File: src/rtl/store_buf_pkg.sv
// Shared types and helpers for the posted-write store buffer.
package store_buf_pkg;

  localparam int unsigned DATA_W     = 32;
  localparam int unsigned BE_W       = 4;
  localparam int unsigned PC_W       = 32;
  localparam int unsigned MAX_ADDR_W = 64;

  localparam logic [BE_W-1:0] BE_WORD = 4'b1111;

  typedef struct packed {
    logic [DATA_W-1:0] wdata;
    logic [BE_W-1:0]   be;
    logic [PC_W-1:0]   pc;
  } sb_payload_t;

  // Word address: byte offset bits cleared so compares ignore lane position.
  function automatic logic [MAX_ADDR_W-1:0] word_addr(input logic [MAX_ADDR_W-1:0] addr);
    return {addr[MAX_ADDR_W-1:2], 2'b00};
  endfunction

  function automatic logic [DATA_W-1:0] lane_mask(input logic [BE_W-1:0] be);
    logic [DATA_W-1:0] mask;
    mask = '0;
    if (be == BE_WORD) begin
      mask = '1;
    end else begin
      for (int i = 0; i < BE_W; i++) begin
        mask[8*i +: 8] = {8{be[i]}};
      end
    end
    return mask;
  endfunction

endpackage

File: src/rtl/store_buf_match.sv
// Parallel word-address comparator flagging loads that hit a queued store.
import store_buf_pkg::*;

module store_buf_match #(
  parameter int unsigned DEPTH  = 4,
  parameter int unsigned ADDR_W = 32
) (
  input  logic                          ld_valid,
  input  logic [ADDR_W-1:0]             ld_addr,
  input  logic [DEPTH-1:0]              entry_valid,
  input  logic [DEPTH-1:0][ADDR_W-1:0]  entry_addr,
  output logic                          ld_stall
);

  logic [DEPTH-1:0] hit;

  always_comb begin
    hit = '0;
    for (int i = 0; i < DEPTH; i++) begin
      hit[i] = entry_valid[i] &&
               (word_addr(MAX_ADDR_W'(entry_addr[i])) == word_addr(MAX_ADDR_W'(ld_addr)));
    end
  end

  assign ld_stall = ld_valid && (|hit);

endmodule

File: src/rtl/store_buf.sv
// Posted-write store buffer: FIFO of byte-enabled stores drained one per cycle.
// Optional drain trace enabled by defining STORE_BUF_TRACE_EN.
import store_buf_pkg::*;

module store_buf #(
  parameter int unsigned DEPTH  = 4,
  parameter int unsigned PTR_W  = 2,
  parameter int unsigned ADDR_W = 32
) (
  input  logic              clk,
  input  logic              reset,
  input  logic              st_valid,
  input  logic [ADDR_W-1:0] st_addr,
  input  logic [31:0]       st_wdata,
  input  logic [3:0]        st_be,
  input  logic [31:0]       st_pc,
  output logic              st_ready,
  input  logic              ld_valid,
  input  logic [ADDR_W-1:0] ld_addr,
  output logic              ld_stall,
  output logic              dm_we,
  output logic [ADDR_W-1:0] dm_addr,
  output logic [31:0]       dm_wdata,
  output logic [3:0]        dm_be,
  output logic [31:0]       dm_pc,
  input  logic              dm_ready,
  output logic [PTR_W:0]    count,
  output logic              empty
);

  localparam logic [PTR_W:0] FULL_CNT = (PTR_W+1)'(DEPTH);

  logic [DEPTH-1:0][ADDR_W-1:0] addr_q;
  sb_payload_t [DEPTH-1:0]      pay_q;
  logic [DEPTH-1:0]             valid_q, valid_d;
  logic [PTR_W-1:0]             wp_q, wp_d, rp_q, rp_d;
  logic [PTR_W:0]               count_q, count_d;
  logic                         enq, deq;
  sb_payload_t                  head;

  // No pass-through: a drain in the same cycle does not make room for a store.
  assign st_ready = (count_q != FULL_CNT);
  assign enq      = st_valid && st_ready;
  assign deq      = dm_we && dm_ready;

  assign head     = pay_q[rp_q];
  assign dm_we    = valid_q[rp_q];
  assign dm_addr  = addr_q[rp_q];
  assign dm_wdata = head.wdata;
  assign dm_be    = head.be;
  assign dm_pc    = head.pc;
  assign count    = count_q;
  assign empty    = (count_q == '0);

  always_comb begin
    valid_d = valid_q;
    wp_d    = wp_q;
    rp_d    = rp_q;
    count_d = count_q;
    if (enq) begin
      valid_d[wp_q] = 1'b1;
      wp_d          = wp_q + PTR_W'(1);
    end
    if (deq) begin
      valid_d[rp_q] = 1'b0;
      rp_d          = rp_q + PTR_W'(1);
    end
    unique case ({enq, deq})
      2'b10:   count_d = count_q + (PTR_W+1)'(1);
      2'b01:   count_d = count_q - (PTR_W+1)'(1);
      default: count_d = count_q;
    endcase
  end

  always_ff @(posedge clk or negedge reset) begin
    if (!reset) begin
      valid_q <= '0;
      wp_q    <= '0;
      rp_q    <= '0;
      count_q <= '0;
    end else begin
      valid_q <= valid_d;
      wp_q    <= wp_d;
      rp_q    <= rp_d;
      count_q <= count_d;
    end
  end

  // Payload storage is qualified by valid bits, so it is left unreset.
  always_ff @(posedge clk) begin
    if (enq) begin
      addr_q[wp_q] <= st_addr;
      pay_q[wp_q]  <= '{wdata: st_wdata, be: st_be, pc: st_pc};
    end
  end

  store_buf_match #(
    .DEPTH  (DEPTH),
    .ADDR_W (ADDR_W)
  ) u_match (
    .ld_valid    (ld_valid),
    .ld_addr     (ld_addr),
    .entry_valid (valid_q),
    .entry_addr  (addr_q),
    .ld_stall    (ld_stall)
  );

`ifdef STORE_BUF_TRACE_EN
  always_ff @(posedge clk) begin
    if (reset && deq) begin
      $display("@%h: *%h <= %h", dm_pc, dm_addr, dm_wdata & lane_mask(dm_be));
    end
  end
`endif

endmodule

File: config.mk
export PLATFORM = sky130hd
export DESIGN_NAME = store_buf
export DESIGN_NICKNAME = d
export VERILOG_FILES = /design/src/rtl/store_buf_pkg.sv /design/src/rtl/store_buf_match.sv /design/src/rtl/store_buf.sv
export SDC_FILE = /design/constraint.sdc
export NUM_CORES = 1
export LEC_CHECK = 0
export CORE_MARGIN = 3
export CORE_UTILIZATION = 55
export DETAILED_ROUTE_END_ITERATION = 12
export GPL_TIMING_DRIVEN = 0
export PLACE_DENSITY_LB_ADDON = 0.25
export SLEW_MARGIN = 10
export SYNTH_ARGS = -nofsm -noshare
export SYNTH_HDL_FRONTEND = slang
export SYNTH_HIERARCHICAL = 1
export SYNTH_SLANG_ARGS = --single-unit
File: constraint.sdc
create_clock -name clk -period 6.3 [get_ports clk]
set_input_delay 0.945 -clock clk [delete_from_list [all_inputs] [get_ports clk]]
set_output_delay 0.945 -clock clk [all_outputs]
set_load 0.05 [all_outputs]
==> results.sh, run 1 <==
export IMPL_gp_congestion=0.824
export IMPL_cp_required_ps=5350
export IMPL_fillers=1787
export IMPL_gr_total_overflow=0
export IMPL_postCtsHoldBufs=0
export IMPL_finalHoldViolations=0
export IMPL_core_um2=29200
export IMPL_synthCells=748
export IMPL_worst_slew_margin_rel_pct=52.2
export IMPL_clk_latency_ps=530
export IMPL_cap_viol_max_count=0
export IMPL_period_needed_ps=4700
export IMPL_root_buffer="clkbuf_16"
export IMPL_ys_seq_area_share_pct=74.1
export IMPL_dp_cells=1377
export IMPL_io_pins=244
export IMPL_ctsResizeCount=0
export IMPL_grt_pass1_vias=9074
export IMPL_drc=0
export IMPL_critPathKind="primary input to primary output"
export IMPL_cts_buffer_depth=3
export IMPL_die_w_um=180
export IMPL_drt_pass1_iter_count=5
export IMPL_detail_route_antenna_nets=0
export IMPL_layout_commonest_cell="edfxtp_1"
export IMPL_final_cells=1452
export IMPL_fin_ws_ps=1600
export IMPL_irDropWorstVdd_uv=385
export IMPL_areaGrowthSynthToFinish_pct=26.6
export IMPL_antenna_found_initial=3
export IMPL_p_leak_nw=6.87
export IMPL_path_buf_inv=2
export IMPL_placementRows=62
export IMPL_dp_hpwl_um=24900
export IMPL_syn_area_um2=16600
export IMPL_post_cts_setup_buffers=0
export IMPL_htree_num_levels=2
export IMPL_max_stage_delay_ps=850
export IMPL_synth_cell_types=32
export IMPL_p_per_area_nw_per_um2=524
export IMPL_wl_per_cell_um=25.4
export IMPL_crit_family="buffers and inverters"
export IMPL_setup_viol=0
export IMPL_detailedPlace_worstSlack_ps=1720
export IMPL_setup_tns_ps=0
export IMPL_worst_pin_slew_ps=717
export IMPL_crit_slowest_cell="clkdlybuf4s50_1"
export IMPL_crit_chain="clkdlybuf4s50_1 -> xnor2_1 -> nand4_1 -> nor4_1 -> nand4_1 -> a41oi_2 -> clkdlybuf4s50_1"
export IMPL_drt_iter0_drc=653
export IMPL_max_freq_mhz=213
export IMPL_synth_seq_cells=411
export IMPL_outcome="finished, final reports clean"
export IMPL_yosysWarningCount=6
export IMPL_num_vias=8387
export IMPL_cts_tree="yes"
export IMPL_clock_sinks=411
export IMPL_worstSetupStartpointType="primary input"
export IMPL_path_clk_slew_ps=60
export IMPL_routed_wl_um=36800
export IMPL_worstPathMaxFanout=4
export IMPL_syn_area_per_cell_um2=22.2
export IMPL_cp_end_kind="primary output"
export IMPL_die_h_um=180
export IMPL_fin_crit_sh_pct=74.6
export IMPL_port_buffers=237
export IMPL_die_area_um2=32300
export IMPL_final_nets=1184
export IMPL_numCtsBuffers=42
export IMPL_cp_arrival_ps=3750
export IMPL_hp_class="flop to flop"
export IMPL_rsz0062_at_grt="false"
export IMPL_drive_above_1_share_pct=19.4
export IMPL_clock_skew_ps=22.3
export IMPL_grt_pass1_wl_um=55400
export IMPL_vias_per_cell=5.78
export IMPL_grt_max_degree=53
export IMPL_grt_total_usage_pct=22.6
export IMPL_initial_core_util_pct=56.8
export IMPL_synth_fp_nets=895
export IMPL_layout_common_cells="edfxtp_1 (400), clkdlybuf4s50_1 (237), mux4_2 (100), xnor2_1 (75), xor2_1 (46)"
export IMPL_final_max_slew_viol_count=0
-- path summary, 6_finish.rpt --
kind | from | end | slack, ps | cells after the start
setup reg to reg | rp_q[0] | count[2] | 4030 | 10
setup / recovery | ld_addr[6] | ld_stall | 1600 | 7
hold reg to reg | count[2] | count[2] | 520 | 1
hold / removal | count[2] | count[2] | 520 | 1
max in group asynchronous | reset | valid_q[0] | 5210 | 1
min in group asynchronous | reset | count[2] | 750 | 1
-- through the flow --
stage	hold WS (ps)	power (mW)	instance area (um^2)	util [%]
6_report	525	11.0	21000	71.9
5_1_grt	544	11.4	21000	71.9
4_1_cts	524	11.1	21000	71.9
3_5_place_dp	512	8.73	19700	67.4
3_3_place_gp	503	8.69	19400	66.6
2_1_floorplan	497	7.14	16600	-
-- cell type report --
type / count / area (um^2) / area share (%)
antenna: 1 / 2.50 / 0.0119
buffer: 29 / 282 / 1.34
clock buffer: 56 / 1170 / 5.60
clock inverter: 18 / 133 / 0.632
inverter: 8 / 30.0 / 0.143
multi-input combinational: 300 / 4000 / 19.1
sequential: 411 / 12300 / 58.6
tap: 384 / 480 / 2.29
timing repair buffer: 245 / 2590 / 12.4
-- power by group --
group	switching [mW]	internal [mW]
Clock	0.965	1.38
Combinational	2.99	1.84
Sequential	0.194	3.62
-- worst register-to-register path, delay by kind of cell, from the launching register on --
kind	cells	cell delay, ps
compound gates	1	230
xor+xnor	2	320
flops	1	400
buf+inv	3	410
simple gates	2	260
fa+ha+maj	2	600
-- kinds of logic (layout without fill, tap and decap cells) --
logic type               after synthesis  after routing  share of synthesized area (%)
other                                  0              1                              0
AO/OA/AOI/OAI                          8              8                          0.536
buffers and inverters                 37            356                           1.88
adder cells (fa/ha/maj)               10             10                          0.800
flip-flops                           411            411                           74.1
AND/OR/NAND/NOR                       53             53                           1.93
multiplexers                         105            105                           14.0
XOR/XNOR                             124            124                           6.76
-- cell usage after synthesis --
cell type | instances | area share, %
mux2_4 | 2 | 0.18
buf_6 | 6 | 0.41
a2bb2oi_1 | 4 | 0.21
nor4_1 | 16 | 0.60
buf_4 | 4 | 0.18
o2bb2ai_4 | 1 | 0.17
nand2_1 | 1 | 0.023
a21oi_1 | 2 | 0.060
xnor2_2 | 2 | 0.20
clkbuf_1 | 1 | 0.023
nor2b_1 | 1 | 0.038
dfrtp_1 | 11 | 1.7
mux2_2 | 1 | 0.068
buf_2 | 12 | 0.36
or3b_1 | 1 | 0.053
xnor2_1 | 75 | 4.0
inv_1 | 8 | 0.18
mux2i_2 | 1 | 0.083
nand4_1 | 24 | 0.91
mux2i_1 | 1 | 0.060
xor2_1 | 46 | 2.4
buf_12 | 6 | 0.72
nand2_2 | 1 | 0.038
a41oi_2 | 1 | 0.098
ha_1 | 9 | 0.68
edfxtp_1 | 400 | 72
mux4_2 | 100 | 14
and3_1 | 4 | 0.15
fa_1 | 1 | 0.12
nor3_1 | 1 | 0.030
xnor2_4 | 1 | 0.17
nor2_1 | 4 | 0.091
-- sequential cells by signal, indices dropped and copies added, names as in the netlist --
name     cells
pay_q      272
count        3
addr_q     128
wp_q         2
valid_q      4
rp_q         2
-- metal layers --
| metal | GRT usage, % | part of all wire, % | vias to the layer above |
|---|---|---|---|
| met5 | 0 | 0.065 | - |
| met4 | 6.81 | 2.9 | 4 |
| met3 | 6.93 | 8.5 | 75 |
| met2 | 37.1 | 49 | 341 |
| met1 | 29.8 | 39 | 4297 |
| li1 | - | - | 3670 |
No activity file was read; power rests on OpenSTA's default activity.
==> inputs of run 2 (changes only) <==
- CORE_UTILIZATION: 55 -> 49
- clock period: 6.3 -> 3.9 ns (I/O delays scaled with it)
==> run 2 against run 1 <==
Compared with the run above: global-route usage fell by 2.4 points; total power rose by 61%; clock-buffer cell count did not move; design area rose by 0.27%; sequential cell count did not move; first-iteration DRC count fell by 19%; clock skew fell by 2.9 ps; clock power rose by 60%; non-clock buffer count did not move; core utilization fell by 8.1 points; critical path type unchanged; critical endpoint unchanged.
==> results.sh, run 2 (synthesis gave the netlist of run 1 again) <==
export IMPL_setup_viol=0
export IMPL_p_int_mw=11.0
export IMPL_clock_skew_ps=19.3
export IMPL_final_max_slew_viol_count=0
export IMPL_layout_commonest_cell="edfxtp_1"
export IMPL_final_util_pct=63.8
export IMPL_worstPathMaxFanout=4
export IMPL_final_cells=1510
export IMPL_register_area_um2=12300
export IMPL_crit_chain="clkdlybuf4s50_1 -> xnor2_1 -> nand4_1 -> nor4_1 -> nand4_1 -> a41oi_2 -> dlygate4sd2_1"
export IMPL_fin_crit_sh_pct=95.8
export IMPL_crit_slowest_cell="dlygate4sd2_1"
export IMPL_cp_required_ps=3310
export IMPL_antenna_found_initial=4
export IMPL_finalHoldViolations=0
export IMPL_critPathKind="primary input to primary output"
export IMPL_detail_route_antenna_nets=0
export IMPL_vias_per_cell=5.52
export IMPL_cp_arrival_ps=3150
export IMPL_port_buffers=237
export IMPL_final_nets=1185
export IMPL_ctsResizeCount=1
export IMPL_top_regs="pay_q: 272 flops, addr_q: 128 flops, valid_q: 4 flops"
export IMPL_areaGrowthSynthToFinish_pct=26.9
export IMPL_p_switching_mw=6.68
export IMPL_postCtsHoldBufs=0
export IMPL_p_leak_nw=6.85
export IMPL_initial_core_util_pct=50.3
export IMPL_swShare_pct=37.8
export IMPL_root_buffer="clkbuf_16"
export IMPL_largest_register_ffs=272
export IMPL_multi_input_area_um2=4000
export IMPL_grt_pass1_vias=8912
export IMPL_drt_iter0_drc=529
export IMPL_fillers=2250
export IMPL_layout_common_cells="edfxtp_1 (400), clkdlybuf4s50_1 (236), mux4_2 (100), xnor2_1 (75), xor2_1 (46)"
export IMPL_routed_wl_um=36400
export IMPL_rrSetupSlack_ps=1610
export IMPL_post_cts_setup_buffers=0
export IMPL_placementRows=66
export IMPL_p_seq_share_pct=34.9
export IMPL_die_w_um=190
export IMPL_numCtsBuffers=43
export IMPL_cp_end_kind="primary output"
export IMPL_core_um2=32900
export IMPL_gp_congestion=0.830
export IMPL_r2r_end="count[2]"
export IMPL_rsz0062_at_grt="false"
export IMPL_path_buf_inv=2
export IMPL_clock_sinks=411
export IMPL_grt_max_degree=54
export IMPL_gr_total_overflow=0
export IMPL_drc=0
export IMPL_htree_num_levels=2
export IMPL_p_per_area_nw_per_um2=840
export IMPL_clkPwrFrac_pct=21.2
export IMPL_r2r_cells=10
export IMPL_cap_viol_max_count=0
export IMPL_cts_tree="yes"
export IMPL_clk_latency_ps=530
export IMPL_crit_family="buffers and inverters"
export IMPL_cts_buffer_depth=3
export IMPL_grt_pass1_wl_um=54300
export IMPL_crit_cells=7
export IMPL_period_needed_ps=3740
export IMPL_dp_cells=1435
export IMPL_worst_pin_slew_ps=672
export IMPL_max_freq_mhz=268
export IMPL_max_stage_delay_ps=560
export IMPL_die_h_um=190
export IMPL_detailedPlace_worstSlack_ps=-99.2
export IMPL_dp_hpwl_um=24700
export IMPL_grt_total_usage_pct=20.2
export IMPL_irDropWorstVdd_uv=509
export IMPL_die_area_um2=36100
export IMPL_hp_class="primary input to asynchronous set/reset pin"
export IMPL_io_pins=244
export IMPL_cp_common_cell="nand4_1"
export IMPL_worst_slew_margin_rel_pct=55.2
export IMPL_timing_rr_start="rp_q[0]"
export IMPL_top_register="pay_q"
export IMPL_whs_ps=406
export IMPL_wl_per_cell_um=24.1
export IMPL_outcome="finished, final reports clean"
export IMPL_path_clk_slew_ps=60
export IMPL_drive_above_1_share_pct=19.0
export IMPL_p_comb_share_pct=43.9
export IMPL_num_vias=8339
export IMPL_fin_ws_ps=164
export IMPL_worstSetupStartpointType="primary input"
export IMPL_drt_pass1_iter_count=5
==> run 2: per-layer routing <==
layer	global-route usage, %	part of all wire (%)	vias up
met5	0	0.11	-
met4	4.52	2.0	6
met3	6.38	9.5	62
met2	32.6	48	327
met1	27.4	40	4280
li1	-	-	3664
==> run 2: layout make-up <==
type	instances	area share [%]
Antenna cell	1	0.0119
Buffer	29	1.34
Clock buffer	56	5.39
Clock inverter	18	0.749
Inverter	8	0.143
Multi-Input combinational cell	300	19.0
Sequential cell	411	58.4
Tap cell	442	2.63
Timing Repair Buffer	245	12.3
==> run 2: worst max-delay path by stage <==
| stage | start | end |
|---|---|---|
| 3_5_place_dp | ld_addr[15] | ld_stall |
| 6_report | ld_addr[15] | ld_stall |
| 5_1_grt | ld_addr[15] | ld_stall |
| 3_3_place_gp | ld_addr[15] | ld_stall |
| 4_1_cts | ld_addr[15] | ld_stall |
| 2_1_floorplan | count[0] | addr_q[0] |
==> run 2: stage by stage <==
stage / area (um^2) / total power, mW / TNS (ps)
floorplan: 16600 / 11.5 / 0
global placement: 19500 / 14.0 / -61.9
detailed placement: 19700 / 14.1 / -99.2
CTS: 21000 / 17.9 / 0
global route: 21000 / 18.4 / 0
finish: 21000 / 17.7 / 0
==> run 2: power by group through the flow <==
stage | Clock, mW | Sequential [mW] | Combinational [mW]
global route | 4.04 | 6.24 | 8.15
finish | 3.76 | 6.16 | 7.76
detailed placement | 0 | 6.26 | 7.85
CTS | 3.85 | 6.17 | 7.89
global placement | 0 | 6.30 | 7.66
floorplan | 0 | 6.24 | 5.23
